===== src/rtl/aes_cmd_pkg.sv =====
// Shared types for the AES command sequencer: opcodes, response status codes,
// sequencer FSM states and the opcode-to-start-vector mapping.
package aes_cmd_pkg;

    typedef enum logic [1:0] {
        OP_KEYG = 2'b00,
        OP_ENCR = 2'b01,
        OP_DECR = 2'b10,
        OP_RSVD = 2'b11
    } op_e;

    typedef enum logic [1:0] {
        ST_OK      = 2'b00,
        ST_NOKEY   = 2'b01,
        ST_TIMEOUT = 2'b10,
        ST_BADOP   = 2'b11
    } status_e;

    typedef enum logic [1:0] {
        S_IDLE  = 2'b00,
        S_ISSUE = 2'b01,
        S_WAIT  = 2'b10,
        S_RESP  = 2'b11
    } state_e;

    localparam int START_W = 3;
    localparam int RESULT_W = 128;

    // Bit 0 keygen, bit 1 encrypt, bit 2 decrypt; the reserved opcode maps to no start.
    function automatic logic [START_W-1:0] op_to_onehot(input op_e op);
        logic [START_W-1:0] vec;
        vec = '0;
        case (op)
            OP_KEYG: vec = 3'b001;
            OP_ENCR: vec = 3'b010;
            OP_DECR: vec = 3'b100;
            default: vec = 3'b000;
        endcase
        return vec;
    endfunction

endpackage


===== src/rtl/aes_cmd_timer.sv =====
// Clearable up-counter with a terminal-count flag raised when the count
// reaches TIMEOUT_CYCLES-1; used to bound the wait for the AES core.
module aes_cmd_timer #(
    parameter int TIMEOUT_CYCLES = 64,
    parameter int CNT_W          = 7
) (
    input  logic i_clk,
    input  logic i_rst,
    input  logic i_clr,
    input  logic i_en,
    output logic o_tc
);

    logic [CNT_W-1:0] cnt_q;

    always_ff @(posedge i_clk) begin
        if (i_rst || i_clr) begin
            cnt_q <= '0;
        end else if (i_en) begin
            cnt_q <= cnt_q + CNT_W'(1);
        end
    end

    assign o_tc = (cnt_q == CNT_W'(TIMEOUT_CYCLES - 1));

endmodule


===== src/rtl/aes_cmd_sequencer.sv =====
// Host-side command initiator for the AES core: accepts keygen/encrypt/decrypt
// requests, pulses the core start, waits for done with a timeout and returns
// a buffered result/status. Optional counters under AES_CMD_STATS_EN.
module aes_cmd_sequencer
    import aes_cmd_pkg::*;
#(
    parameter int TIMEOUT_CYCLES = 64,
    parameter int CNT_W          = 7
) (
    input  logic                i_clk,
    input  logic                i_rst,
    input  logic                i_req_valid,
    input  logic [1:0]          i_req_op,
    output logic                o_req_ready,
    output logic [START_W-1:0]  o_aes_start,
    input  logic                i_aes_busy,
    input  logic                i_aes_done,
    input  logic [RESULT_W-1:0] i_aes_result,
    output logic                o_rsp_valid,
    input  logic                i_rsp_ready,
    output logic [RESULT_W-1:0] o_rsp_data,
    output logic [1:0]          o_rsp_status,
    output logic                o_key_valid,
    output logic [15:0]         o_ok_cnt,
    output logic [15:0]         o_err_cnt
);

    state_e                state_q, state_d;
    op_e                   op_q, op_d;
    op_e                   req_op;
    logic [START_W-1:0]    start_q, start_d;
    logic                  rsp_valid_q, rsp_valid_d;
    logic [RESULT_W-1:0]   rsp_data_q, rsp_data_d;
    status_e               status_q, status_d;
    logic                  key_valid_q, key_valid_d;
    logic                  timer_clr, timer_en, timer_tc;

    assign req_op      = op_e'(i_req_op);
    assign o_req_ready = (state_q == S_IDLE) && !i_aes_busy;

    aes_cmd_timer #(
        .TIMEOUT_CYCLES(TIMEOUT_CYCLES),
        .CNT_W         (CNT_W)
    ) u_timer (
        .i_clk(i_clk),
        .i_rst(i_rst),
        .i_clr(timer_clr),
        .i_en (timer_en),
        .o_tc (timer_tc)
    );

    always_comb begin
        state_d     = state_q;
        op_d        = op_q;
        start_d     = '0;
        rsp_data_d  = rsp_data_q;
        status_d    = status_q;
        key_valid_d = key_valid_q;
        timer_clr   = 1'b0;
        timer_en    = 1'b0;

        case (state_q)
            S_IDLE: begin
                if (i_req_valid && o_req_ready) begin
                    op_d = req_op;
                    if (req_op == OP_RSVD) begin
                        state_d    = S_RESP;
                        status_d   = ST_BADOP;
                        rsp_data_d = '0;
                    end else if (req_op != OP_KEYG && !key_valid_q) begin
                        state_d    = S_RESP;
                        status_d   = ST_NOKEY;
                        rsp_data_d = '0;
                    end else begin
                        // Registered start appears in ISSUE, the cycle after accept.
                        state_d = S_ISSUE;
                        start_d = op_to_onehot(req_op);
                    end
                end
            end
            S_ISSUE: begin
                timer_clr = 1'b1;
                state_d   = S_WAIT;
            end
            S_WAIT: begin
                // Done takes priority over a timeout on the same cycle.
                if (i_aes_done) begin
                    state_d  = S_RESP;
                    status_d = ST_OK;
                    if (op_q == OP_KEYG) begin
                        rsp_data_d  = '0;
                        key_valid_d = 1'b1;
                    end else begin
                        rsp_data_d = i_aes_result;
                    end
                end else if (timer_tc) begin
                    state_d    = S_RESP;
                    status_d   = ST_TIMEOUT;
                    rsp_data_d = '0;
                    if (op_q == OP_KEYG) begin
                        key_valid_d = 1'b0;
                    end
                end else begin
                    timer_en = 1'b1;
                end
            end
            S_RESP: begin
                if (i_rsp_ready) begin
                    state_d = S_IDLE;
                end
            end
            default: state_d = S_IDLE;
        endcase

        rsp_valid_d = (state_d == S_RESP);
    end

    always_ff @(posedge i_clk) begin
        if (i_rst) begin
            state_q     <= S_IDLE;
            op_q        <= OP_KEYG;
            start_q     <= '0;
            rsp_valid_q <= 1'b0;
            rsp_data_q  <= '0;
            status_q    <= ST_OK;
            key_valid_q <= 1'b0;
        end else begin
            state_q     <= state_d;
            op_q        <= op_d;
            start_q     <= start_d;
            rsp_valid_q <= rsp_valid_d;
            rsp_data_q  <= rsp_data_d;
            status_q    <= status_d;
            key_valid_q <= key_valid_d;
        end
    end

    assign o_aes_start  = start_q;
    assign o_rsp_valid  = rsp_valid_q;
    assign o_rsp_data   = rsp_data_q;
    assign o_rsp_status = status_q;
    assign o_key_valid  = key_valid_q;

`ifdef AES_CMD_STATS_EN
    logic [15:0] ok_cnt_q, err_cnt_q;
    logic        rsp_fire;

    assign rsp_fire = (state_q == S_RESP) && i_rsp_ready;

    // Saturating per-status tallies, bumped once per response handshake.
    always_ff @(posedge i_clk) begin
        if (i_rst) begin
            ok_cnt_q  <= '0;
            err_cnt_q <= '0;
        end else if (rsp_fire) begin
            if (status_q == ST_OK) begin
                if (ok_cnt_q != 16'hFFFF) ok_cnt_q <= ok_cnt_q + 16'd1;
            end else begin
                if (err_cnt_q != 16'hFFFF) err_cnt_q <= err_cnt_q + 16'd1;
            end
        end
    end

    assign o_ok_cnt  = ok_cnt_q;
    assign o_err_cnt = err_cnt_q;
`else
    assign o_ok_cnt  = '0;
    assign o_err_cnt = '0;
`endif

endmodule

===== config.mk =====
export PLATFORM = sky130hd
export DESIGN_NAME = aes_cmd_sequencer
export DESIGN_NICKNAME = d
export VERILOG_FILES = /design/src/rtl/aes_cmd_pkg.sv /design/src/rtl/aes_cmd_timer.sv /design/src/rtl/aes_cmd_sequencer.sv
export SDC_FILE = /design/constraint.sdc
export NUM_CORES = 1
export LEC_CHECK = 0
export ABC_AREA = 1
export CORE_UTILIZATION = 30
export DETAILED_ROUTE_END_ITERATION = 7
export PLACE_DENSITY = 0.65
export SLEW_MARGIN = 0
export SYNTH_ARGS = -nofsm -noshare
export SYNTH_HDL_FRONTEND = slang
export SYNTH_SLANG_ARGS = --single-unit

===== constraint.sdc =====
create_clock -name i_clk -period 5.1 [get_ports i_clk]
set_input_delay 1.02 -clock i_clk [delete_from_list [all_inputs] [get_ports i_clk]]
set_output_delay 1.02 -clock i_clk [all_outputs]
set_load 0.005 [all_outputs]

==> results of run 1 <==
==> per-layer routing <==
layer  track usage [%]  vias up
met1              19.2     2808
li1                  -     3426
met2              27.6      209
met4              5.25        0
met3              6.91       19
met5                 0        -
==> worst max-delay path by stage <==
stage                                 to  slack [ns]  depth (start not counted)
after CTS                    o_req_ready        1.65                          3
after floorplan              o_req_ready        2.76                          1
after detailed placement  o_rsp_data[20]        1.63                          9
final                        o_req_ready        1.67                          3
after global placement       o_req_ready        1.63                          3
after global routing         o_req_ready        1.53                          3
==> cells by family (layout without fill, tap and decap cells) <==
group	Yosys count	count (layout)	share of synthesized area, %
adders and majority gates	1	1	0.189
DFF	146	146	44.2
xor gates and xnor gates	1	1	0.133
AOI/OAI and AO/OA	44	44	4.56
buffers and inverters	137	358	11.5
and+or+nand+nor	678	678	39.3
other	1	32	0.0567
==> layout make-up <==
cell class                      count  area [µm²]  share of cell area (%)
Clock buffer                       21         470                    4.78
Clock inverter                      9        82.6                   0.838
Inverter                           48         183                    1.85
Multi-Input combinational cell    756        3040                    30.9
Sequential cell                   146        2920                    29.7
Tap cell                          275         344                    3.49
Timing Repair Buffer              280        2810                    28.5
==> report_power, final <==
part           switching (µW)  leakage (µW)  internal, µW  total (µW)
sequential               77.0       0.00120          1300        1380
combinational             451       0.00283           519         970
clock                     484      0.000271           703        1190
total                    1010       0.00430          2520        3530
==> through the flow <==
step | cells | utilization, % | hold WS, ns | instance area, µm² | power, µW
2_1_floorplan | 1039 | - | 0.435 | 6730 | 1910
3_3_place_gp | 1505 | 43.7 | 0.452 | 9300 | 2370
3_5_place_dp | 1505 | 43.7 | 0.460 | 9300 | 2380
4_1_cts | 1535 | 46.3 | 0.470 | 9850 | 3600
5_1_grt | 1535 | 46.3 | 0.500 | 9850 | 3770
6_report | 1535 | 46.3 | 0.465 | 9850 | 3530
==> cells in the final DEF, fill, tap and decap left out, drive strengths merged <==
cell type        n
nor2           306
nor3             2
o21bai          30
inv             49
and3             1
or2              2
xnor2            1
nand4            1
o211ai           1
conb            32
o21ai            3
nand3b           1
nand2          354
a21oi            8
clkdlybuf4s50  271
clkbuf          21
ha               1
dfxtp          146
o31ai            1
a31oi            1
nor4             1
buf              9
clkinv           5
nand3           10
bufinv           1
clkinvlp         2
==> worst register-to-register path: stages (launching register included) <==
cell	delay (ns)
dfxtp_1	0.37
ha_1	0.19
inv_1	0.06
nor2_1	0.17
nand2_1	0.10
nand2_2	0.13
nand2_2	0.42
nor2_4	0.55
buf_12	0.36
nand2_1	0.18
nand2_1	0.07
nor2_1	0.04
==> sequential cells by signal, indices dropped and copies added, names as in the netlist <==
signal and count:
state_q 2, op_q 2, o_aes_start 3, o_rsp_valid 1, o_key_valid 1, u_timer.cnt_q 7
o_rsp_status 2, o_rsp_data 128
==> run metrics, run 1 <==
status complete, no violations; top-area cell type share of the netlist area 44.2%; GPL Wtd Cong 0.757; Hold WC Path Type reg -> reg; post-layout min period 3.43 ns; RSZ-0062 raised after global routing false; Commonest cells post-synth nand2_1, nor2_1, dfxtp_1; post-synthesis sequential area ratio 44.2%; Nets 1,386; IR drop worst, VDD 0.189 mV; synthesized instance count 1,008; initial cell density of the core 31.0%; MaxCap Viol Count 0; vias in the first global route 5,839; FF+latch count, synth 146; Critical Path Source i_aes_busy; top-count cell post-synth nand2_1; drt via density 4.21; antenna violations before repair 0; Avg Cell Area, Syn 6.56 µm²; kind of critical path in -> out; largest net degree at the start of global routing 89; root buffer cell clkbuf_16; number of synthesized flops with an enable pin 0; fraction of registers with async set or reset after synthesis 0%; setup slack, reg-to-reg 2.36 ns; worst-skew pair later-pin latency 0.42 ns; Core ar. 0.0213 mm²; clock sink count 146; FP Rows 53; TritonCTS Buffers 17; # fillers 2,224; Final TNS setup 0 ns; Ant. Diodes 0; cell taking the most area after synthesis dfxtp_1; Top-Level Pins 304; Worst Tran Pin Value 1.13 ns; FF-to-FF path depth 11; crit end category output pin; leakage power total 0.00430 µW; Area contributors post-synth dfxtp_1, nand2_1, nor2_1; DP Worst Slack 1.63 ns; clk slew on worst S/H paths 0.06 ns; GRT overflow 0; Power Density 359 mW/mm²; setup violators final 0; f_max 291 MHz; IO Port Bufs 271; postcts setup bufs 0; GRT Total Usage 16.6%; Cell Area, Synth 0.00661 mm²; critical hold path startpoint op_q[1]; die area 0.0226 mm²; Area Growth Syn to Fin 49.0%; antenna-violating nets left 0; CP max stage delay 0.61 ns; Reg-to-Reg Start u_timer.cnt_q[0]; Met1 Wirelength 8040 µm; DP Wirelength 13,000 µm; Synth cell types 32; wirelength, routed 18,800 µm; Arr. time, crit path 2.41 ns; Worst Slack Setup Final 1.67 ns; crit share post-route 67.3%; CP top delay family buffers and inverters; predominant post-synthesis flop cell dfxtp_1; crit path cell chain clkdlybuf4s50_1, nor3_1, clkdlybuf4s50_1; Highest Signal Layer met4; cts hold-fix bufs 0; FF-to-FF End o_rsp_data[20]; global-route wire length before repair 29,200 µm; WHS Path Cells 2; Pre-antenna DRT Iters 4; Resized cells post-CTS 0; most common cell type on the critical path clkdlybuf4s50_1; drt drc 0; CP startpoint kind primary input; Worst Path Required 4.08 ns; worst clock skew 0.00992 ns; DR iter-0 viols 210; H-tree depth 4; CTS Buffer Depth 2; Ys Warns 0; Die X 150 µm; Vias 6,462; wire per inst 12.2 µm; fin. max-slew vios 0; met3 wire len 1770 µm; die height 150 µm; Hold Vio Cnt, Final 0; CP bufs+invs 2; CTS tree yes; fraction of layout cells with a size suffix above 1 3.81%; met2 routed WL 8660 µm; Crit-path slowest cell clkdlybuf4s50_1; CP max FO 4; relative slew slack 24.8%; WHS Endpoint op_q[1]
No activity file was read; power rests on OpenSTA's default activity.
==> inputs of run 2 (changes only) <==
Settings changed: PLACE_DENSITY 0.65 to 0.68.
Clock period 5.1 ns to 3.1 ns, I/O delays scaled along.
==> run 2 against run 1 <==
Net effect: worst hold slack got worse by 0.0021 ns; global-route usage increased by 0.15 points; first-iteration DRC count increased by 14%; sequential cell count unchanged; sequential share of layout area decreased by 0.16 points; worst setup slack got worse by 1.2 ns; highest routed layer unchanged; cell area increased by 0.56%; critical path depth unchanged; non-clock buffer count increased by 2; cell count increased by 0.13%; clock skew decreased by 0.00059 ns; utilization increased by 0.26 points; critical endpoint unchanged.
==> run metrics, run 2 (same netlist as run 1, synthesis figures left out) <==
Hold Vio Cnt, Final 0 (unchanged); Worst Tran Pin Value 0.620 ns (was 1.13 ns); Resized cells post-CTS 0 (unchanged); placed cell area 0.00933 mm² (was 0.00930 mm²); H-tree depth 4 (unchanged); die area 0.0226 mm² (unchanged); Largest register FFs 128 (unchanged); die height 150 µm (unchanged); Top-Level Pins 304 (unchanged); Vias 6,497 (was 6,462); Ant. Diodes 0 (unchanged); GPL Wtd Cong 0.761 (was 0.757); CTS Buffer Depth 2 (unchanged); # fillers 2,179 (was 2,224); relative slew slack 58.6% (was 24.8%); DP Wirelength 12,900 µm (was 13,000 µm); antenna-violating nets left 0 (unchanged); Crit-path slowest cell clkdlybuf4s50_1 (unchanged); largest net degree at the start of global routing 121 (was 89); leakage power total 0.00432 µW (was 0.00430 µW); worst-skew pair later-pin latency 0.41 ns (was 0.42 ns); Nets 1,388 (was 1,386); RSZ-0062 raised after global routing false (unchanged); WHS Path Cells 2 (unchanged); kind of critical path in -> out (unchanged); FP Rows 53 (unchanged); Power Density 596 mW/mm² (was 359 mW/mm²); TritonCTS Buffers 17 (unchanged); antenna violations before repair 0 (unchanged); Hold WC Path Type reg -> reg (unchanged); most common cell type on the critical path clkdlybuf4s50_1 (unchanged); crit end category output pin (unchanged); MaxCap Viol Count 0 (unchanged); FF-to-FF path depth 11 (unchanged); postcts setup bufs 0 (unchanged); post-layout min period 2.63 ns; cts hold-fix bufs 0 (unchanged); wire per inst 12.2 µm (about the same); drt via density 4.23 (was 4.21); CP max FO 4 (unchanged); fraction of layout cells with a size suffix above 1 4.04% (was 3.81%); Core ar. 0.0213 mm² (unchanged); fin. max-slew vios 0 (unchanged); Pre-antenna DRT Iters 4 (unchanged); root buffer cell clkbuf_16 (unchanged); IR drop worst, VDD 0.303 mV (was 0.189 mV); Worst Path Required 2.48 ns (was 4.08 ns); Final TNS setup 0 ns (unchanged); cell area after layout 0.00990 mm² (was 0.00985 mm²); wirelength, routed 18,700 µm (was 18,800 µm); Area Growth Syn to Fin 49.9% (was 49.0%); crit path cell chain clkdlybuf4s50_1, nor3_1, clkdlybuf4s50_1 (unchanged); CP max stage delay 0.60 ns (was 0.61 ns); vias in the first global route 5,921 (was 5,839); status complete, no violations (unchanged); GRT Total Usage 16.7% (was 16.6%); f_max 381 MHz; DR iter-0 viols 239 (was 210); setup slack, reg-to-reg 0.99 ns (was 2.36 ns); commonest cells after routing, fill and taps aside nand2_1, nor2_1, clkdlybuf4s50_1 (unchanged); Non-Filler Instances 1,537 (was 1,535); GRT overflow 0 (unchanged); crit share post-route 84.7%; most common cell after layout, fill and taps aside nand2_1 (unchanged); clk slew on worst S/H paths 0.06 ns (about the same); Arr. time, crit path 2.01 ns (was 2.41 ns); Die X 150 µm (unchanged); CP startpoint kind primary input (unchanged); initial cell density of the core 31.0% (unchanged); global-route wire length before repair 29,600 µm (was 29,200 µm); IO Port Bufs 271 (unchanged); dpl cells 1,507 (was 1,505); worst clock skew 0.00933 ns (was 0.00992 ns); setup violators final 0 (unchanged); CTS tree yes (unchanged); clock sink count 146 (unchanged); drt drc 0 (unchanged)
## run 2: cell count changes in the layout (fill, tap and decap cells not counted), sizes merged
| cell | change |
|---|---|
| bufinv | +1 |
| inv | -1 |
| buf | +2 |
## run 2: per-stage QoR
stage                     total power, µW  util, %  setup slack, ns  hold slack (ns)
after floorplan                      3150        -             1.34            0.435
after global placement               3900     43.8            0.465            0.452
after detailed placement             3930     43.8            0.471            0.456
after CTS                            6000     46.5            0.449            0.466
after global routing                 6280     46.5            0.325            0.494
final                                5910     46.5            0.474            0.463
## run 2: power breakdown
part           total, µW  switching, µW  internal, µW
Combinational       1610            750           858
Sequential          2260            126          2140
Clock               2030            795          1240
## run 2: worst paths after layout
kind                    startpoint             to
setup / recovery        i_aes_busy    o_req_ready
hold / removal             op_q[0]        op_q[0]
setup reg to reg  u_timer.cnt_q[0]  o_rsp_data[7]
hold reg to reg            op_q[0]        op_q[0]
## run 2: final cells by class
class	instances	area, µm²	share of cell area [%]
Clock buffer	21	470	4.75
Clock inverter	9	108	1.09
Tap cell	275	344	3.47
Sequential cell	146	2920	29.5
Timing Repair Buffer	282	2830	28.6
Inverter	48	183	1.84
Multi-Input combinational cell	756	3040	30.7
## run 2: routing by layer
| layer | vias up | routed length, µm | track usage, % |
|---|---|---|---|
| met5 | - | 0 | 0 |
| met2 | 196 | 8720 | 29.0 |
| met1 | 2859 | 8020 | 18.7 |
| li1 | 3426 | - | - |
| met4 | 0 | 235 | 5.35 |
| met3 | 16 | 1720 | 6.48 |
## run 2: worst max-delay path: cells and delay by family
family | cells | cell delay (ns)
buffers and inverters | 2 | 1.04
and+or+nand+nor | 1 | 0.34
==> inputs of run 3 (changes only) <==
Settings changed: PLACE_DENSITY 0.68 to 0.65.
Clock period 3.1 ns to 2.7 ns, I/O delays scaled along.
==> run 3 against run 2 <==
Net effect: critical path depth unchanged; sequential power increased by 15%; clock skew increased by 0.0019 ns; worst hold slack about the same; register-to-register slack got worse by 0.32 ns; clock power increased by 17%; via count decreased by 0.38%; sequential share of layout area decreased by 0.21 points; global-route usage decreased by 0.090 points; critical path type unchanged; largest power group unchanged; highest routed layer unchanged.
==> run metrics, run 3 (same netlist as run 1, synthesis figures left out) <==
DR iter-0 viols 240 (was 239); Die X 150 µm (unchanged); Arr. time, crit path 1.96 ns (was 2.01 ns); Comb power frac 27.4% (was 27.2%); leakage power total 0.00434 µW (was 0.00432 µW); most common cell after layout, fill and taps aside nand2_1 (unchanged); status complete, no violations (unchanged); Nets 1,392 (was 1,388); die area 0.0226 mm² (unchanged); Pre-antenna DRT Iters 4 (unchanged); drt via density 4.19 (was 4.23); Resized cells post-CTS 0 (unchanged); antenna violations before repair 0 (unchanged); H-tree depth 4 (unchanged); Top-Level Pins 304 (unchanged); CTS Buffer Depth 2 (unchanged); drt drc 0 (unchanged); Worst Slack Setup Final 0.196 ns (was 0.474 ns); Final Power 6850 µW (was 5910 µW); CTS tree yes (unchanged); commonest cells after routing, fill and taps aside nand2_1, nor2_1, clkdlybuf4s50_1 (unchanged); fraction of layout cells with a size suffix above 1 4.42% (was 4.04%); Final TNS setup 0 ns (unchanged); Hold Vio Cnt, Final 0 (unchanged); CP max FO 4 (unchanged); DP Wirelength 13,000 µm (was 12,900 µm); initial cell density of the core 31.0% (unchanged); GRT Total Usage 16.6% (was 16.7%); Area Growth Syn to Fin 51.0% (was 49.9%); post-layout min period 2.50 ns; met2 Use GR 27.7% (was 29.0%); IO Port Bufs 271 (unchanged); GR peak layer met2 (unchanged); root buffer cell clkbuf_16 (unchanged); Seq pwr share 37.9% (was 38.3%); wirelength, routed 18,900 µm (was 18,700 µm); P_sw 2010 µW (was 1670 µW); vias in the first global route 5,846 (was 5,921); Ant. Diodes 0 (unchanged); worst clock skew 0.0112 ns (was 0.00933 ns); global-route wire length before repair 29,400 µm (was 29,600 µm); clk slew on worst S/H paths 0.06 ns (about the same); GRT met1 Usage 19.7% (was 18.7%); FP Rows 53 (unchanged); die height 150 µm (unchanged); fin util 46.9% (was 46.5%); antenna-violating nets left 0 (unchanged); switching power share of the total 29.4% (was 28.3%); worst-skew pair later-pin latency 0.42 ns (was 0.41 ns); fin. max-slew vios 0 (unchanged); wire per inst 12.2 µm (about the same); setup violators final 0 (unchanged); Power Density 686 mW/mm² (was 596 mW/mm²); Largest register FFs 128 (unchanged); # fillers 2,185 (was 2,179); Multi-input gate area 0.00304 mm² (about the same); Core ar. 0.0213 mm² (unchanged); TritonCTS Buffers 17 (unchanged); crit end category output pin (unchanged); crit share post-route 92.8%; kind of critical path in -> out (unchanged); storage element area 0.00292 mm² (unchanged); GRT overflow 0 (unchanged); MaxCap Viol Count 0 (unchanged); DP Worst Slack 0.211 ns (was 0.471 ns); clock share of power 34.7% (was 34.4%); Worst Path Required 2.16 ns (was 2.48 ns); M3 GR Usage 5.67% (was 6.48%); RSZ-0062 raised after global routing false (unchanged); f_max 399 MHz; cts hold-fix bufs 0 (unchanged); clock sink count 146 (unchanged); IR drop worst, VDD 0.420 mV (was 0.303 mV); CP startpoint kind primary input (unchanged); GPL Wtd Cong 0.753 (was 0.761); Vias 6,472 (was 6,497); Min Hold Slack 0.463 ns (about the same); Int Power 4840 µW (was 4230 µW); Hold WC Path Type reg -> reg (unchanged); postcts setup bufs 0 (unchanged); largest net degree at the start of global routing 101 (was 121)
==> run 3: worst paths after layout <==
check | cells after the start | from | slack (ns) | end
min reg2reg | 2 | op_q[1] | 0.46 | op_q[1]
max reg2reg | 11 | u_timer.cnt_q[0] | 0.67 | o_rsp_data[21]
max | 3 | i_aes_busy | 0.20 | o_req_ready
min | 2 | op_q[1] | 0.46 | op_q[1]
==> run 3: power groups by stage <==
stage / logic [µW] / registers (µW) / clock network [µW]
6_report: 1880 / 2600 / 2370
3_3_place_gp: 1880 / 2630 / 0
2_1_floorplan: 946 / 2670 / 0
5_1_grt: 2110 / 2630 / 2550
3_5_place_dp: 1890 / 2640 / 0
4_1_cts: 1900 / 2600 / 2460
==> run 3: layer usage <==
| layer | vias up | wire length, µm |
|---|---|---|
| li1 | 3441 | - |
| met1 | 2809 | 8400 |
| met2 | 200 | 8600 |
| met3 | 22 | 1590 |
| met4 | 0 | 282 |
| met5 | - | 0 |
==> run 3: metrics by stage <==
step,area (µm²),instances
detailed placement,9390,1511
finish,9980,1543
CTS,9980,1543
floorplan,6730,1039
global placement,9390,1511
global route,9980,1543
==> run 3: worst max-delay path: stages <==
cell and delay [ns]:
clkdlybuf4s50_1 0.45, nor3_1 0.37, clkdlybuf4s50_1 0.61
==> run 3: final cells by class <==
class	count	share of cell area, %
multi-input combinational	756	30.5
sequential	146	29.3
timing repair buffer	286	29.1
clock buffer	18	4.30
tap	275	3.45
inverter	48	1.83
clock inverter	14	1.57
